### config.mk
export PLATFORM = sky130hd
export DESIGN_NAME = video_in_store
export DESIGN_NICKNAME = d
export VERILOG_FILES = /design/src/rtl/video_in_store.sv
export SDC_FILE = /design/constraint.sdc
export NUM_CORES = 1
export LEC_CHECK = 0
export CORE_MARGIN = 3
export CORE_UTILIZATION = 30
export CTS_BUF_LIST = sky130_fd_sc_hd__clkbuf_4 sky130_fd_sc_hd__clkbuf_8
export DETAILED_ROUTE_END_ITERATION = 8
export PLACE_DENSITY = 0.67
export SKIP_CTS_REPAIR_TIMING = 1
export SLEW_MARGIN = 20
export SYNTH_ARGS = -nofsm -noshare
export SYNTH_HDL_FRONTEND = slang
export SYNTH_SLANG_ARGS = --single-unit
### constraint.sdc
create_clock -name clk -period 4.1 [get_ports clk]
set_input_delay 0.82 -clock clk [delete_from_list [all_inputs] [get_ports clk]]
set_output_delay 0.82 -clock clk [all_outputs]
set_load 0.005 [all_outputs]
### src/rtl/video_in_store.sv
// Pixel FIFO to frame-buffer writer: pops packed 32-bit pixel words and
// stores them through single Wishbone writes into two alternating frame buffers.
module video_in_store #(
  parameter int p_WIDTH  = 640,
  parameter int p_HEIGHT = 480
) (
  input  logic        clk,
  input  logic        RST,
  input  logic        enable,
  input  logic [31:0] base_addr0,
  input  logic [31:0] base_addr1,
  input  logic        fifo_empty,
  input  logic [31:0] fifo_data,
  output logic        fifo_r_e,
  output logic        wb_cyc_o,
  output logic        wb_stb_o,
  output logic        wb_we_o,
  output logic [3:0]  wb_sel_o,
  output logic [31:0] wb_adr_o,
  output logic [31:0] wb_dat_o,
  input  logic        wb_ack_i,
  input  logic        wb_err_i,
  output logic        buf_sel,
  output logic        frame_done,
  output logic        err_o
);

  localparam int WORDS = p_WIDTH * p_HEIGHT / 4;
  localparam logic [16:0] LAST_IDX = 17'(WORDS - 1);

  typedef enum logic [1:0] {IDLE, RD, CAP, WR} state_t;

  state_t      state_q, state_d;
  logic        re_q, re_d;
  logic        bus_q, bus_d;
  logic [3:0]  sel_q, sel_d;
  logic [31:0] adr_q, adr_d;
  logic [31:0] dat_q, dat_d;
  logic [16:0] idx_q, idx_d;
  logic        buf_q, buf_d;
  logic        done_q, done_d;
  logic        err_q, err_d;

  always_comb begin
    state_d = state_q;
    re_d    = 1'b0;
    bus_d   = 1'b0;
    sel_d   = 4'h0;
    adr_d   = adr_q;
    dat_d   = dat_q;
    idx_d   = idx_q;
    buf_d   = buf_q;
    done_d  = 1'b0;
    err_d   = err_q;
    unique case (state_q)
      IDLE: begin
        if (enable && !fifo_empty) begin
          state_d = RD;
          re_d    = 1'b1;
        end
      end
      RD: state_d = CAP;
      CAP: begin
        state_d = WR;
        bus_d   = 1'b1;
        sel_d   = 4'hF;
        dat_d   = fifo_data;
        adr_d   = (buf_q ? base_addr1 : base_addr0)
                + {13'd0, idx_q, 2'b00};
      end
      WR: begin
        if (wb_ack_i || wb_err_i) begin
          state_d = IDLE;
          // an errored word is dropped but still consumes its slot
          if (wb_err_i) err_d = 1'b1;
          if (idx_q == LAST_IDX) begin
            idx_d  = '0;
            buf_d  = ~buf_q;
            done_d = 1'b1;
          end else begin
            idx_d = idx_q + 17'd1;
          end
        end else begin
          bus_d = 1'b1;
          sel_d = 4'hF;
        end
      end
      default: state_d = IDLE;
    endcase
  end

  always_ff @(posedge clk or posedge RST) begin
    if (RST) begin
      state_q <= IDLE;
      re_q    <= 1'b0;
      bus_q   <= 1'b0;
      sel_q   <= 4'h0;
      adr_q   <= '0;
      dat_q   <= '0;
      idx_q   <= '0;
      buf_q   <= 1'b0;
      done_q  <= 1'b0;
      err_q   <= 1'b0;
    end else begin
      state_q <= state_d;
      re_q    <= re_d;
      bus_q   <= bus_d;
      sel_q   <= sel_d;
      adr_q   <= adr_d;
      dat_q   <= dat_d;
      idx_q   <= idx_d;
      buf_q   <= buf_d;
      done_q  <= done_d;
      err_q   <= err_d;
    end
  end

  assign fifo_r_e   = re_q;
  assign wb_cyc_o   = bus_q;
  assign wb_stb_o   = bus_q;
  assign wb_we_o    = bus_q;
  assign wb_sel_o   = sel_q;
  assign wb_adr_o   = adr_q;
  assign wb_dat_o   = dat_q;
  assign buf_sel    = buf_q;
  assign frame_done = done_q;
  assign err_o      = err_q;

endmodule

==> flow_metrics.env <==
export IMPL_cp_start_kind="input pin"
export IMPL_drive_gt1_frac=0.158
export IMPL_worstHoldPathType="reg2reg"
export IMPL_fin_crit_sh=0.793
export IMPL_fin_crit_ns=3.25
export IMPL_synth_ff_type="dfrtp_1"
export IMPL_cts_made_buffers=9
export IMPL_core_area_um2=16700
export IMPL_synth_async_reset_ratio=1.00
export IMPL_synthCells=489
export IMPL_synth_edf_count=0
export IMPL_peakVddDrop_mv=0.311
export IMPL_area_delta_synth_final_pct=41.7
export IMPL_diodes=0
export IMPL_cts_max_level=3
export IMPL_yosysWarnings=0
export IMPL_seq_area_um2=2200
export IMPL_clock_path_buffers=2
export IMPL_critical_path_max_fanout=4
export IMPL_critPathRequiredTime_ns=4.39
export IMPL_setup_tns_ns=0
export IMPL_syn_area_um2=5160
export IMPL_yosysTopAreaCell="dfrtp_1"
export IMPL_ioPinCount=177
export IMPL_final_common_cell="clkdlybuf4s50_1"
export IMPL_cp_end_kind="flop"
export IMPL_tritoncts="done"
export IMPL_num_rows=47
export IMPL_grt_overflow_total=0
export IMPL_seq_area_frac_synth=0.427
export IMPL_ys_types=58
export IMPL_place_congestion=0.869
export IMPL_avgSynthCellArea_um2=10.5
export IMPL_fin_nets=780
export IMPL_slew_headroom=0.437
export IMPL_io_buffers=176
export IMPL_grt_max_degree=64
export IMPL_clkLatencyLatePin_ns=0.38
export IMPL_root_buffer="clkbuf_8"
export IMPL_synth_nets=614
export IMPL_fill_cells=1604
export IMPL_hold_viol=0
export IMPL_antenna_found_initial=0
export IMPL_clock_sinks=88
export IMPL_grt_use_total=0.151
export IMPL_fp_dieArea_um2=18800
export IMPL_netlist_area_leader_share=0.427
export IMPL_grt_pass1_vias=4355
export IMPL_r2r_start="buf_sel"
export IMPL_drv_slew=0
export IMPL_routed_wl_um=14100
export IMPL_timing_setup_critical_path_class="in2reg"
export IMPL_wl_met1_um=6220
export IMPL_rrSetupSlack_ns=0.91
export IMPL_total_power_w=0.00393
export IMPL_start_util=0.309
export IMPL_wl_met3_um=1310
export IMPL_p_leak_nw=3.01
export IMPL_final_cell_mix="clkdlybuf4s50_1 (176), dfrtp_1 (87), mux2_2 (73), nand2_1 (37), a21oi_1 (29)"
export IMPL_fp_dieH_um=137
export IMPL_multiInputGateArea_um2=2770
export IMPL_first_pass_iters=5
export IMPL_critPathArrivalTime_ns=3.54
export IMPL_topRoutingLayerUsed="met4"
export IMPL_drt_initial_drc_count=164
export IMPL_power_density_nw_per_um2=538
export IMPL_avgViaCountPerCell=4.93
export IMPL_setup_viol=0
export IMPL_grt_pass1_wl_um=22200
export IMPL_clkTransAtPathRegs_ns=0.09
export IMPL_hpwlAfterDp_um=10700
export IMPL_tightestPinTransition_ns=0.842
export IMPL_grt_setup_unrepaired="false"
export IMPL_synth_area_top_cells="dfrtp_1 (43%), mux2_2 (16%), ha_1 (5.3%), xnor2_1 (3.6%), a21oi_1 (2.8%)"
export IMPL_cp_startpoint="base_addr1[3]"
export IMPL_clock_skew_ns=0.0177
export IMPL_dieWidth_um=137
export IMPL_wl_per_cell_um=16.0
export IMPL_max_freq_ghz=0.308
export IMPL_vias=4335
export IMPL_fin_hold_ws_ns=0.485
export IMPL_min_from="err_o"
export IMPL_drc=0
export IMPL_met2WireLength_um=6460
export IMPL_outcome="finished, final reports clean"
export IMPL_maxCapViolations=0
export IMPL_ys_ff_latch=88
export IMPL_ant_nets=0
[worst paths after layout]
check | end | cells past startpoint
max in group asynchronous | wb_adr_o[24] | 3
worst max register to register | wb_adr_o[31] | 10
worst min register to register | err_o | 1
worst max-delay path | wb_adr_o[31] | 11
worst min-delay path | err_o | 1
min in group asynchronous | wb_dat_o[10] | 2
[metrics by stage]
stage	setup WS [ns]	area, um^2	cells	util
3_3_place_gp	0.595	7100	864	0.425
6_report	0.850	7310	880	0.437
4_1_cts	0.906	7310	880	0.437
2_1_floorplan	0.575	5160	489	-
3_5_place_dp	0.488	7100	864	0.425
5_1_grt	0.603	7310	880	0.437
[power breakdown]
part           switching, W  internal (W)
Sequential         0.000219       0.00123
Combinational      0.000688       0.00117
Clock              0.000330      0.000288
[critical path, cell delays in order]
cell	delay (ns)
clkdlybuf4s50_1	0.40
mux2i_1	0.30
inv_1	0.09
ha_1	0.27
a21oi_1	0.23
o211ai_2	0.18
a31oi_1	0.38
o311a_1	0.28
a21boi_0	0.28
nor3_1	0.10
o31ai_2	0.21
[sequential cells by signal, indices dropped and copies added, names as in the netlist]
register and cells:
state_q 2, err_o 1, wb_adr_o 32, frame_done 1, fifo_r_e 1, idx_q 17
wb_sel_o 1, buf_sel 1, wb_dat_o 32
[cell families (layout without fill, tap and decap cells)]
logic type      after synthesis  in the layout  share of synthesized area
compound gates               94             94                      0.119
flops                        88             88                      0.427
xor+xnor                     37             37                     0.0628
buf+inv                      41            212                     0.0364
fa+ha+maj                    23             23                     0.0573
mux                          81             81                      0.175
simple gates                125            125                      0.123
[Yosys cell counts, drive strengths merged (2+ instances only)]
master	number
a32o	2
xor2	16
ha	22
and2	4
o31ai	4
buf	16
inv	16
o211ai	4
o21a	4
mux2i	8
a21o	9
a31oi	5
a211o	2
nand2	37
mux2	73
nor2b	4
nand2b	2
o21ai	21
nor2	26
nor3	7
xnor2	21
clkbuf	9
nand4	4
and2b	2
o21bai	2
and3	8
dfrtp	88
a21boi	3
a21oi	30
nand3	21
nor4	2
nor3b	3
[metal layers]
| layer | up-vias | track usage |
|---|---|---|
| li1 | 2066 | - |
| met1 | 2079 | 0.197 |
| met2 | 180 | 0.245 |
| met3 | 10 | 0.0500 |
| met4 | 0 | 0.0333 |
| met5 | - | 0 |
[cell type report]
class | instances | area share
multi-input cells | 360 | 0.379
flip-flops and latches | 88 | 0.302
repair buffers | 180 | 0.245
well taps | 220 | 0.0377
clock buffers | 13 | 0.0245
inverters | 16 | 0.00856
clock inverters | 3 | 0.00325
No activity file was read; power rests on OpenSTA's default activity.
